$ cat config.mk
export PLATFORM = sky130hd
export DESIGN_NAME = prog_mem_loader
export DESIGN_NICKNAME = d
export VERILOG_FILES = /design/src/rtl/prog_mem_loader_pkg.sv /design/src/rtl/prog_mem_loader_byte_word_assembler.sv /design/src/rtl/prog_mem_loader.sv
export SDC_FILE = /design/constraint.sdc
export NUM_CORES = 1
export LEC_CHECK = 0
export CORE_ASPECT_RATIO = 2
export CORE_MARGIN = 2
export CORE_UTILIZATION = 47
export CTS_CLUSTER_SIZE = 14
export DETAILED_ROUTE_END_ITERATION = 10
export GPL_ROUTABILITY_DRIVEN = 1
export PLACE_DENSITY = 0.86
export SLEW_MARGIN = 30
export SYNTH_ARGS = -nofsm -noshare
export SYNTH_HDL_FRONTEND = slang
export SYNTH_SLANG_ARGS = --single-unit
export TNS_END_PERCENT = 20
$ cat constraint.sdc
create_clock -name clk -period 1.7 [get_ports clk]
set_input_delay 0.255 -clock clk [delete_from_list [all_inputs] [get_ports clk]]
set_output_delay 0.255 -clock clk [all_outputs]
set_load 0.05 [all_outputs]
$ cat src/rtl/prog_mem_loader_pkg.sv
// Shared types and constants for the program-memory loader: FSM encoding and
// the byte-lane count derived from the instruction word width.
package prog_mem_loader_pkg;

  typedef enum logic [1:0] {
    ST_IDLE  = 2'd0,
    ST_LOAD  = 2'd1,
    ST_WRITE = 2'd2,
    ST_DONE  = 2'd3
  } state_e;

  localparam int unsigned BYTE_W = 8;

  function automatic int unsigned lane_count(input int unsigned width);
    return width / BYTE_W;
  endfunction

  localparam int unsigned LANES = lane_count(32);

endpackage

$ cat src/rtl/prog_mem_loader_byte_word_assembler.sv
// Collects stream bytes into a little-endian word; lane 0 lands in the low byte.
// word_ready flags the cycle in which the final lane is being accepted.
module byte_word_assembler
  import prog_mem_loader_pkg::*;
#(
  parameter int WIDTH = 32,
  localparam int LANES_W = lane_count(WIDTH),
  localparam int CNT_W = (LANES_W > 1) ? $clog2(LANES_W) : 1
) (
  input  logic             clk,
  input  logic             rst,
  input  logic             clear,
  input  logic             byte_we,
  input  logic [7:0]       byte_in,
  output logic [WIDTH-1:0] word,
  output logic [CNT_W-1:0] byte_cnt,
  output logic             word_ready
);

  logic [WIDTH-1:0] word_q, word_d;
  logic [CNT_W-1:0] cnt_q, cnt_d;

  assign word_ready = byte_we && (cnt_q == CNT_W'(LANES_W - 1));
  assign word       = word_q;
  assign byte_cnt   = cnt_q;

  // NOTE: every variable gets its hold value first so no path through this block infers a latch.
  always_comb begin
    word_d = word_q;
    cnt_d  = cnt_q;
    if (clear) begin
      word_d = '0;
      cnt_d  = '0;
    end else if (byte_we) begin
      word_d[cnt_q*BYTE_W +: BYTE_W] = byte_in;
      cnt_d = word_ready ? '0 : cnt_q + CNT_W'(1);
    end
  end

  // NOTE: state registers use non-blocking assignments so all flops update together at the edge.
  always_ff @(posedge clk or negedge rst) begin
    if (!rst) begin
      word_q <= '0;
      cnt_q  <= '0;
    end else begin
      word_q <= word_d;
      cnt_q  <= cnt_d;
    end
  end

endmodule

$ cat src/rtl/prog_mem_loader.sv
// Program-memory writer: assembles streamed bytes into words, writes them from
// address 0 upward while holding the core, and reports count and XOR checksum.
module prog_mem_loader
  import prog_mem_loader_pkg::*;
#(
  parameter int WIDTH     = 32,
  parameter int ADD_WIDTH = 8,
  parameter int DEPTH     = 256
) (
  input  logic                 clk,
  input  logic                 rst,
  input  logic                 load_en,
  input  logic [7:0]           byte_in,
  input  logic                 byte_valid,
  output logic                 byte_ready,
  output logic                 mem_wen,
  output logic [ADD_WIDTH-1:0] mem_addr,
  output logic [WIDTH-1:0]     mem_wdata,
  output logic                 cpu_hold,
  output logic                 load_complete,
  output logic                 mem_full,
  output logic [ADD_WIDTH:0]   words_loaded,
  output logic [WIDTH-1:0]     checksum
);

  localparam int LANES_W = lane_count(WIDTH);
  localparam int CNT_W   = (LANES_W > 1) ? $clog2(LANES_W) : 1;
  localparam int WL_W    = ADD_WIDTH + 1;

  state_e               state_q, state_d;
  logic                 armed_q, armed_d;
  logic [ADD_WIDTH-1:0] addr_q, addr_d;
  logic [ADD_WIDTH-1:0] addr_hold_q, addr_hold_d;
  logic [WIDTH-1:0]     data_hold_q, data_hold_d;
  logic [WL_W-1:0]      wl_q, wl_d;
  logic [WIDTH-1:0]     cks_q, cks_d;
  logic                 full_q, full_d;

  logic             asm_clear, accept, word_ready;
  logic [WIDTH-1:0] word;
  logic [CNT_W-1:0] byte_cnt;

  assign byte_ready    = (state_q == ST_LOAD) && load_en;
  assign accept        = byte_valid && byte_ready;
  assign mem_wen       = (state_q == ST_WRITE);
  assign cpu_hold      = (state_q != ST_IDLE);
  assign load_complete = (state_q == ST_DONE);
  // Address/data are live during the write and frozen afterwards.
  assign mem_addr      = mem_wen ? addr_q : addr_hold_q;
  assign mem_wdata     = mem_wen ? word : data_hold_q;
  assign mem_full      = full_q;
  assign words_loaded  = wl_q;
  assign checksum      = cks_q;

  byte_word_assembler #(.WIDTH(WIDTH)) u_asm (
    .clk        (clk),
    .rst        (rst),
    .clear      (asm_clear),
    .byte_we    (accept),
    .byte_in    (byte_in),
    .word       (word),
    .byte_cnt   (byte_cnt),
    .word_ready (word_ready)
  );

  always_comb begin
    state_d     = state_q;
    armed_d     = armed_q;
    addr_d      = addr_q;
    addr_hold_d = addr_hold_q;
    data_hold_d = data_hold_q;
    wl_d        = wl_q;
    cks_d       = cks_q;
    full_d      = full_q;
    asm_clear   = 1'b0;
    case (state_q)
      ST_IDLE: begin
        // A session only starts after load_en has been seen low here.
        if (!load_en) begin
          armed_d = 1'b1;
        end else if (armed_q) begin
          state_d   = ST_LOAD;
          armed_d   = 1'b0;
          addr_d    = '0;
          wl_d      = '0;
          cks_d     = '0;
          full_d    = 1'b0;
          asm_clear = 1'b1;
        end
      end
      ST_LOAD: begin
        if (word_ready)        state_d = ST_WRITE;
        else if (!load_en)     state_d = (byte_cnt == '0) ? ST_DONE : ST_WRITE;
      end
      ST_WRITE: begin
        addr_hold_d = addr_q;
        data_hold_d = word;
        wl_d        = wl_q + WL_W'(1);
        cks_d       = cks_q ^ word;
        asm_clear   = 1'b1;
        if (addr_q == ADD_WIDTH'(DEPTH - 1)) begin
          full_d  = 1'b1;
          state_d = ST_DONE;
        end else begin
          addr_d  = addr_q + ADD_WIDTH'(1);
          state_d = load_en ? ST_LOAD : ST_DONE;
        end
      end
      ST_DONE: state_d = ST_IDLE;
      default: state_d = ST_IDLE;
    endcase
  end

  always_ff @(posedge clk or negedge rst) begin
    if (!rst) begin
      state_q     <= ST_IDLE;
      armed_q     <= 1'b0;
      addr_q      <= '0;
      addr_hold_q <= '0;
      data_hold_q <= '0;
      wl_q        <= '0;
      cks_q       <= '0;
      full_q      <= 1'b0;
    end else begin
      state_q     <= state_d;
      armed_q     <= armed_d;
      addr_q      <= addr_d;
      addr_hold_q <= addr_hold_d;
      data_hold_q <= data_hold_d;
      wl_q        <= wl_d;
      cks_q       <= cks_d;
      full_q      <= full_d;
    end
  end

endmodule

==> results of run 1 <==
## logic make-up after synthesis
family / after synthesis / share of synthesized area [%]
flops: 127 / 59.0
fa+ha+maj: 7 / 1.63
xor+xnor: 38 / 6.18
mux: 40 / 8.36
buf+inv: 32 / 2.79
compound gates: 64 / 8.36
simple gates: 147 / 13.7
## area by class of cell
cell class / count / area, sq um / share of cell area (%)
clock buffer: 19 / 443 / 5.54
clock inverter: 13 / 165 / 2.06
inverter: 7 / 26.3 / 0.328
multi-input combinational: 296 / 2340 / 29.3
sequential: 127 / 3180 / 39.7
tap: 142 / 178 / 2.22
timing repair buffer: 151 / 1660 / 20.8
## cells in the mapped netlist (2+ instances only)
cell type,n,share of area (%)
dfrtp_1,127,59
nor2_1,52,3.6
mux2_2,40,8.4
nand3_1,40,3.7
xor2_1,35,5.7
a22o_1,26,4.2
a21oi_1,19,1.8
nand2_1,18,1.3
buf_2,11,1.0
clkbuf_1,10,0.70
nand4_1,8,0.93
o21ai_0,8,0.74
ha_1,7,1.6
inv_1,6,0.42
or3_1,5,0.58
and3_1,4,0.46
nor3_1,4,0.37
xnor2_1,3,0.49
and2_1,2,0.23
and4b_1,2,0.37
buf_4,2,0.28
nand2_2,2,0.23
## worst register-to-register path, delay by kind of cell (launching register included)
kind                   cells  cell delay (ns)
DFF                        1             0.41
and+or+nand+nor            3             0.84
AOI/OAI and AO/OA          1             0.12
buffers and inverters      3             0.43
## metrics by stage
step                cell area, sq um  util (%)  std cells
floorplan                       5410         -        455
global placement                6640      59.2        708
detailed placement              6640      59.2        708
CTS                             7840      69.9        751
global route                    8000      71.3        755
finish                          8000      71.3        755
## what timing repair did
item	in CTS	in global routing
gates cloned	4	1
setup endpoints to repair	49	75
gates resized for setup	114	31
setup buffers	6	3
endpoints found under the hold margin	30	0
pin swaps	3	5
hold buffers	1	0
## routing by layer
| metal | up-vias | routed length (um) | GRT usage [%] |
|---|---|---|---|
| met5 | - | 0 | 0 |
| met3 | 80 | 1050 | 6.50 |
| met4 | 0 | 859 | 14.8 |
| met1 | 2293 | 5650 | 31.0 |
| met2 | 250 | 9110 | 47.6 |
| li1 | 1879 | - | - |
## flip-flops by register name, summed over array words and instances (netlist names)
name and count:
addr_hold_q 8, addr_q 8, armed_q 1, checksum 32, data_hold_q 32, mem_full 1
state_q 2, u_asm.byte_cnt 2, u_asm.word 32, words_loaded 9
## layout by cell type, fill, tap and decap left out, drive strengths merged, types with 2 or more instances in the layout
cell type,netlist,routed
a21o,2,2
a21oi,20,20
a22o,26,26
and2,2,2
and3,4,4
and4b,2,2
buf,14,139
bufinv,0,3
clkbuf,11,20
clkdlybuf4s50,0,10
clkinv,1,7
clkinvlp,0,4
dfrtp,127,127
ha,7,7
inv,6,6
mux2,40,40
nand2,20,20
nand3,40,40
nand4,8,8
nor2,52,52
nor3,5,5
o21ai,8,8
or3,5,5
xnor2,3,3
xor2,35,35
## power groups by stage
| stage | Clock, mW | Sequential [mW] | Combinational (mW) |
|---|---|---|---|
| CTS | 3.72 | 3.70 | 4.74 |
| detailed placement | 0 | 3.74 | 3.98 |
| finish | 3.72 | 3.76 | 5.15 |
| global route | 3.88 | 3.78 | 5.35 |
| floorplan | 0 | 4.04 | 2.09 |
| global placement | 0 | 3.72 | 3.86 |
## worst paths after layout
kind / slack [ns] / cells past startpoint / from / endpoint
hold / removal: 0.34 / 2 / rst / checksum[22]
setup reg to reg: -0.16 / 7 / state_q[0] / addr_q[7]
min in group clk: 0.51 / 1 / data_hold_q[5] / data_hold_q[5]
setup / recovery: -0.39 / 5 / state_q[0] / mem_wdata[20]
hold reg to reg: 0.51 / 1 / data_hold_q[5] / data_hold_q[5]
max in group asynchronous: 0.76 / 3 / rst / addr_q[1]
==> flow_summary.json, run 1 <==
{
  "fp.dieW_um": 79.7,
  "post-route-period-util_pct": 123,
  "required_ns": 1.44,
  "drv_slew": 0,
  "drtIter0Drc": 347,
  "hold_path.class": "in2async",
  "hpwl_um": 10000,
  "crit_family": "buffers and inverters",
  "path_class": "reg2out",
  "die_height_um": 155,
  "path_cells": "nor2b_4 > buf_12 > buf_16 > mux2_4 > buf_8",
  "diodes": 0,
  "cts_tree": "done",
  "rows": 55,
  "async_flop_share_pct": 100,
  "core_area_sq_mm": 0.0112,
  "fillers": 659,
  "sw_frac_of_total_pct": 37.5,
  "ir_worst_vdd_mv": 1.03,
  "ant_nets": 0,
  "worst_slew_pin_slew_ns": 0.467,
  "drive_above_1_share_pct": 40.5,
  "whs_ns": 0.340,
  "startpoint_type": "flop",
  "synth_cell_types": 46,
  "crit_arrival_ns": 1.83,
  "ys_warn_count": 0,
  "synth-edff-count": 0,
  "pre_cts_slack_ns": -0.164,
  "nets": 619,
  "slew_headroom_pct": 68.8,
  "min_period_ns": 2.09,
  "p_int_mw": 7.88,
  "grt_pass1_vias": 4720,
  "via_count": 4502,
  "power_frac_comb_pct": 40.8,
  "io_buffers": 97,
  "grt_setup_unrepaired": "yes",
  "power_switching_mw": 4.74,
  "critPathMaxFanout": 8,
  "critPathMaxStageDelay_ns": 0.41,
  "ioPinCount": 98,
  "ys_ff_latch": 127,
  "place.gp.congestion": 0.866,
  "setup_viol": 56,
  "p_per_area_mw_per_mm2": 1580,
  "cts-htree-levels": 4,
  "p_seq_share_pct": 29.8,
  "setup_slack_ns": -0.386,
  "clock-sinks": 127,
  "dieArea_sq_mm": 0.0124,
  "final_hold_viol_count": 0,
  "routed_wl_um": 16700,
  "syn_avg_cell_area_sq_um": 11.8,
  "drc_errors": 0,
  "p_leak_nw": 3.84,
  "drtPass1Iterations": 5,
  "max_freq_ghz": 0.479,
  "synth_cells": 455,
  "grt_pass1_wl_um": 25700,
  "routedWlPerCell_um": 22.1,
  "cts_made_buffers": 17,
  "clk_pin_slew_ns": 0.06,
  "antenna_found_initial": 0,
  "status": "complete, but fails checks",
  "grt-ovfl-total": 0,
  "fin_tns_setup_ns": -15.28,
  "vias_per_cell": 5.96,
  "clkPwrFrac_pct": 29.4,
  "insertion_delay_ns": 0.42,
  "endpoint_kind": "output port",
  "start_util_pct": 48.0,
  "worst_clock_skew_ns": 0.00821,
  "crit_buf_inv": 3,
  "max_cap_violations": 0,
  "clockBufferDepth": 2,
  "gr-usage-all-layers_pct": 27.6,
  "synth_fp_nets": 474,
  "ys_seq_area_share_pct": 59.0,
  "violations": "setup timing",
  "grt_max_degree": 47,
  "power_mw": 12.6,
  "netlist_area_sq_mm": 0.00539,
  "cts-root-buf": "clkbuf_16",
  "synthFlopType": "dfrtp_1",
  "area_delta_synth_final_pct": 48.5,
  "cp_slowest_cell": "dfrtp_1"
}
Note: power is estimated with default switching activity, not from simulation.
==> inputs of run 2 (changes only) <==
Settings changed: CTS_CLUSTER_DIAMETER set to 40.
==> results of run 2 <==
Same layout as run 1: the final DEF is identical, and so are final timing and power.
==> inputs of run 3 (changes only) <==
Settings changed: CORE_MARGIN 2 to unset, GPL_ROUTABILITY_DRIVEN 1 to unset, SLEW_MARGIN 30 to 10.
==> run 3 against run 2 <==
  * The flow still finishes with violations (setup timing)
  * Count of clock-buffer cells in the layout up 7
  * Clock power shrank 9.4%
  * Final cell count decreased by 2.5%
==> flow_summary.json, run 3 (synthesized netlist as in run 1, its figures left out) <==
{
  "status": "complete, but fails checks",
  "violations": "setup timing",
  "path_cells": "nor2b_4 > buf_6 > mux2_4 > buf_6",
  "post-route-period-util_pct": 119,
  "setup_viol": 41,
  "ir_worst_vdd_mv": 1.05,
  "p_seq_share_pct": 32.6,
  "ant_nets": 0,
  "nets": 600,
  "max_cap_violations": 0,
  "worst_clock_skew_ns": 0.0105,
  "vias_per_cell": 5.71,
  "slew_headroom_pct": 75.2,
  "fp.dieW_um": 77.7,
  "hold_path.class": "in2async",
  "endpoint_kind": "output port",
  "p_per_area_mw_per_mm2": 1520,
  "core_area_sq_mm": 0.0112,
  "via_count": 4200,
  "power_frac_comb_pct": 37.9,
  "p_int_mw": 7.18,
  "antenna_found_initial": 0,
  "mostFrequentLayoutCells": "126 x dfrtp_1, 69 x buf_4, 49 x nor2_1, 42 x buf_6, 40 x nand3_1",
  "hpwl_um": 9740,
  "p_leak_nw": 3.66,
  "diodes": 0,
  "critPathMaxStageDelay_ns": 0.40,
  "sw_frac_of_total_pct": 37.2,
  "clkPwrFrac_pct": 29.5,
  "path_class": "reg2out",
  "cts_tree": "done",
  "grt_pass1_vias": 4479,
  "final_hold_viol_count": 0,
  "post_dp_cell_area_sq_mm": 0.00659,
  "cpMostUsedCell": "buf_6",
  "critPathMaxFanout": 10,
  "max_freq_ghz": 0.492,
  "clk_pin_slew_ns": 0.06,
  "setup_slack_ns": -0.331,
  "required_ns": 1.44,
  "drc_errors": 0,
  "crit_arrival_ns": 1.78,
  "drtIter0Drc": 310,
  "clockBufferDepth": 2,
  "ioPinCount": 98,
  "final_common_cell": "dfrtp_1",
  "drive_above_1_share_pct": 35.2,
  "grt_pass1_wl_um": 23300,
  "cts_made_buffers": 17,
  "drtPass1Iterations": 5,
  "gr-usage-all-layers_pct": 26.2,
  "rows": 55,
  "startpoint_type": "flop",
  "routed_wl_um": 14500,
  "min_period_ns": 2.03,
  "cts-root-buf": "clkbuf_16",
  "start_util_pct": 48.0,
  "cts-htree-levels": 4,
  "worst_slew_pin_slew_ns": 0.370,
  "insertion_delay_ns": 0.42,
  "grt_setup_unrepaired": "yes",
  "power_switching_mw": 4.26,
  "r2r_slack_ns": 0.08,
  "routedWlPerCell_um": 19.7,
  "place.gp.congestion": 0.897,
  "area_delta_synth_final_pct": 39.3,
  "clock-sinks": 127,
  "drv_slew": 0,
  "grt-ovfl-total": 0,
  "cp_slowest_cell": "dfrtp_1",
  "fillers": 713,
  "io_buffers": 97,
  "die_height_um": 153,
  "grt_max_degree": 57,
  "power_mw": 11.4,
  "whs_ns": 0.268,
  "dieArea_sq_mm": 0.0119,
  "final_area_sq_mm": 0.00750
}
[run 3: cell count changes in the layout (fill, tap and decap cells not counted), moves of 4 or more]
cell | before | now
buf_8 | 23 | 1
buf_6 | 22 | 42
buf_4 | 78 | 69
a21oi_1 | 14 | 19
a21oi_2 | 6 | 1
clkbuf_1 | 1 | 6
buf_16 | 4 | 0
clkinv_4 | 4 | 0
[run 3: final cells by class]
type                       instances  area (sq um)  area share [%]
sequential                       127          3180            42.4
multi-input combinational        296          2280            30.3
timing repair buffer             132          1300            17.3
clock buffer                      26           489            6.52
tap                              142           178            2.37
clock inverter                     6          57.6           0.767
inverter                           7          26.3           0.350
[run 3: final timing paths]
check	from	cells past startpoint	endpoint
setup / recovery	state_q[0]	4	mem_wdata[5]
hold / removal	rst	2	checksum[22]
setup reg to reg	state_q[0]	5	addr_q[7]
hold reg to reg	addr_hold_q[6]	1	addr_hold_q[6]
max in group asynchronous	rst	3	words_loaded[2]
min in group clk	addr_hold_q[6]	1	addr_hold_q[6]
[run 3: critical path, delay by kind of cell (launching register included)]
family	cells	cell delay, ns
buf+inv	2	0.39
flops	1	0.40
simple gates	1	0.22
mux	1	0.35
[run 3: metrics by stage]
step / TNS (ns) / setup WS, ns / utilization [%] / instances
floorplan: -0.682 / -0.0604 / - / 455
global placement: -1.96 / -0.0984 / 58.8 / 702
detailed placement: -3.95 / -0.181 / 58.8 / 702
CTS: -12.80 / -0.357 / 66.1 / 738
global route: -14.95 / -0.391 / 66.9 / 736
finish: -12.03 / -0.331 / 66.9 / 736
[run 3: metal layers]
| metal | vias up | global-route usage, % | wire length [um] |
|---|---|---|---|
| met3 | 46 | 7.10 | 711 |
| met1 | 2135 | 28.2 | 5070 |
| li1 | 1846 | - | - |
| met5 | - | 0 | 0 |
| met4 | 0 | 13.7 | 552 |
| met2 | 173 | 46.0 | 8140 |
[run 3: power by group through the flow]
stage	logic, mW	registers, mW	clock network (mW)
floorplan	2.09	4.04	0
global placement	3.84	3.72	0
detailed placement	3.95	3.74	0
CTS	4.25	3.71	3.40
global route	4.58	3.77	3.55
finish	4.34	3.73	3.37
[run 3: timing repair]
action	in CTS	in global routing
hold endpoints to repair	19	0
setup endpoints to repair	47	64
setup buffers	2	0
gates cloned	1	0
hold buffers	1	0
pin swaps	0	1
gates resized for setup	61	37
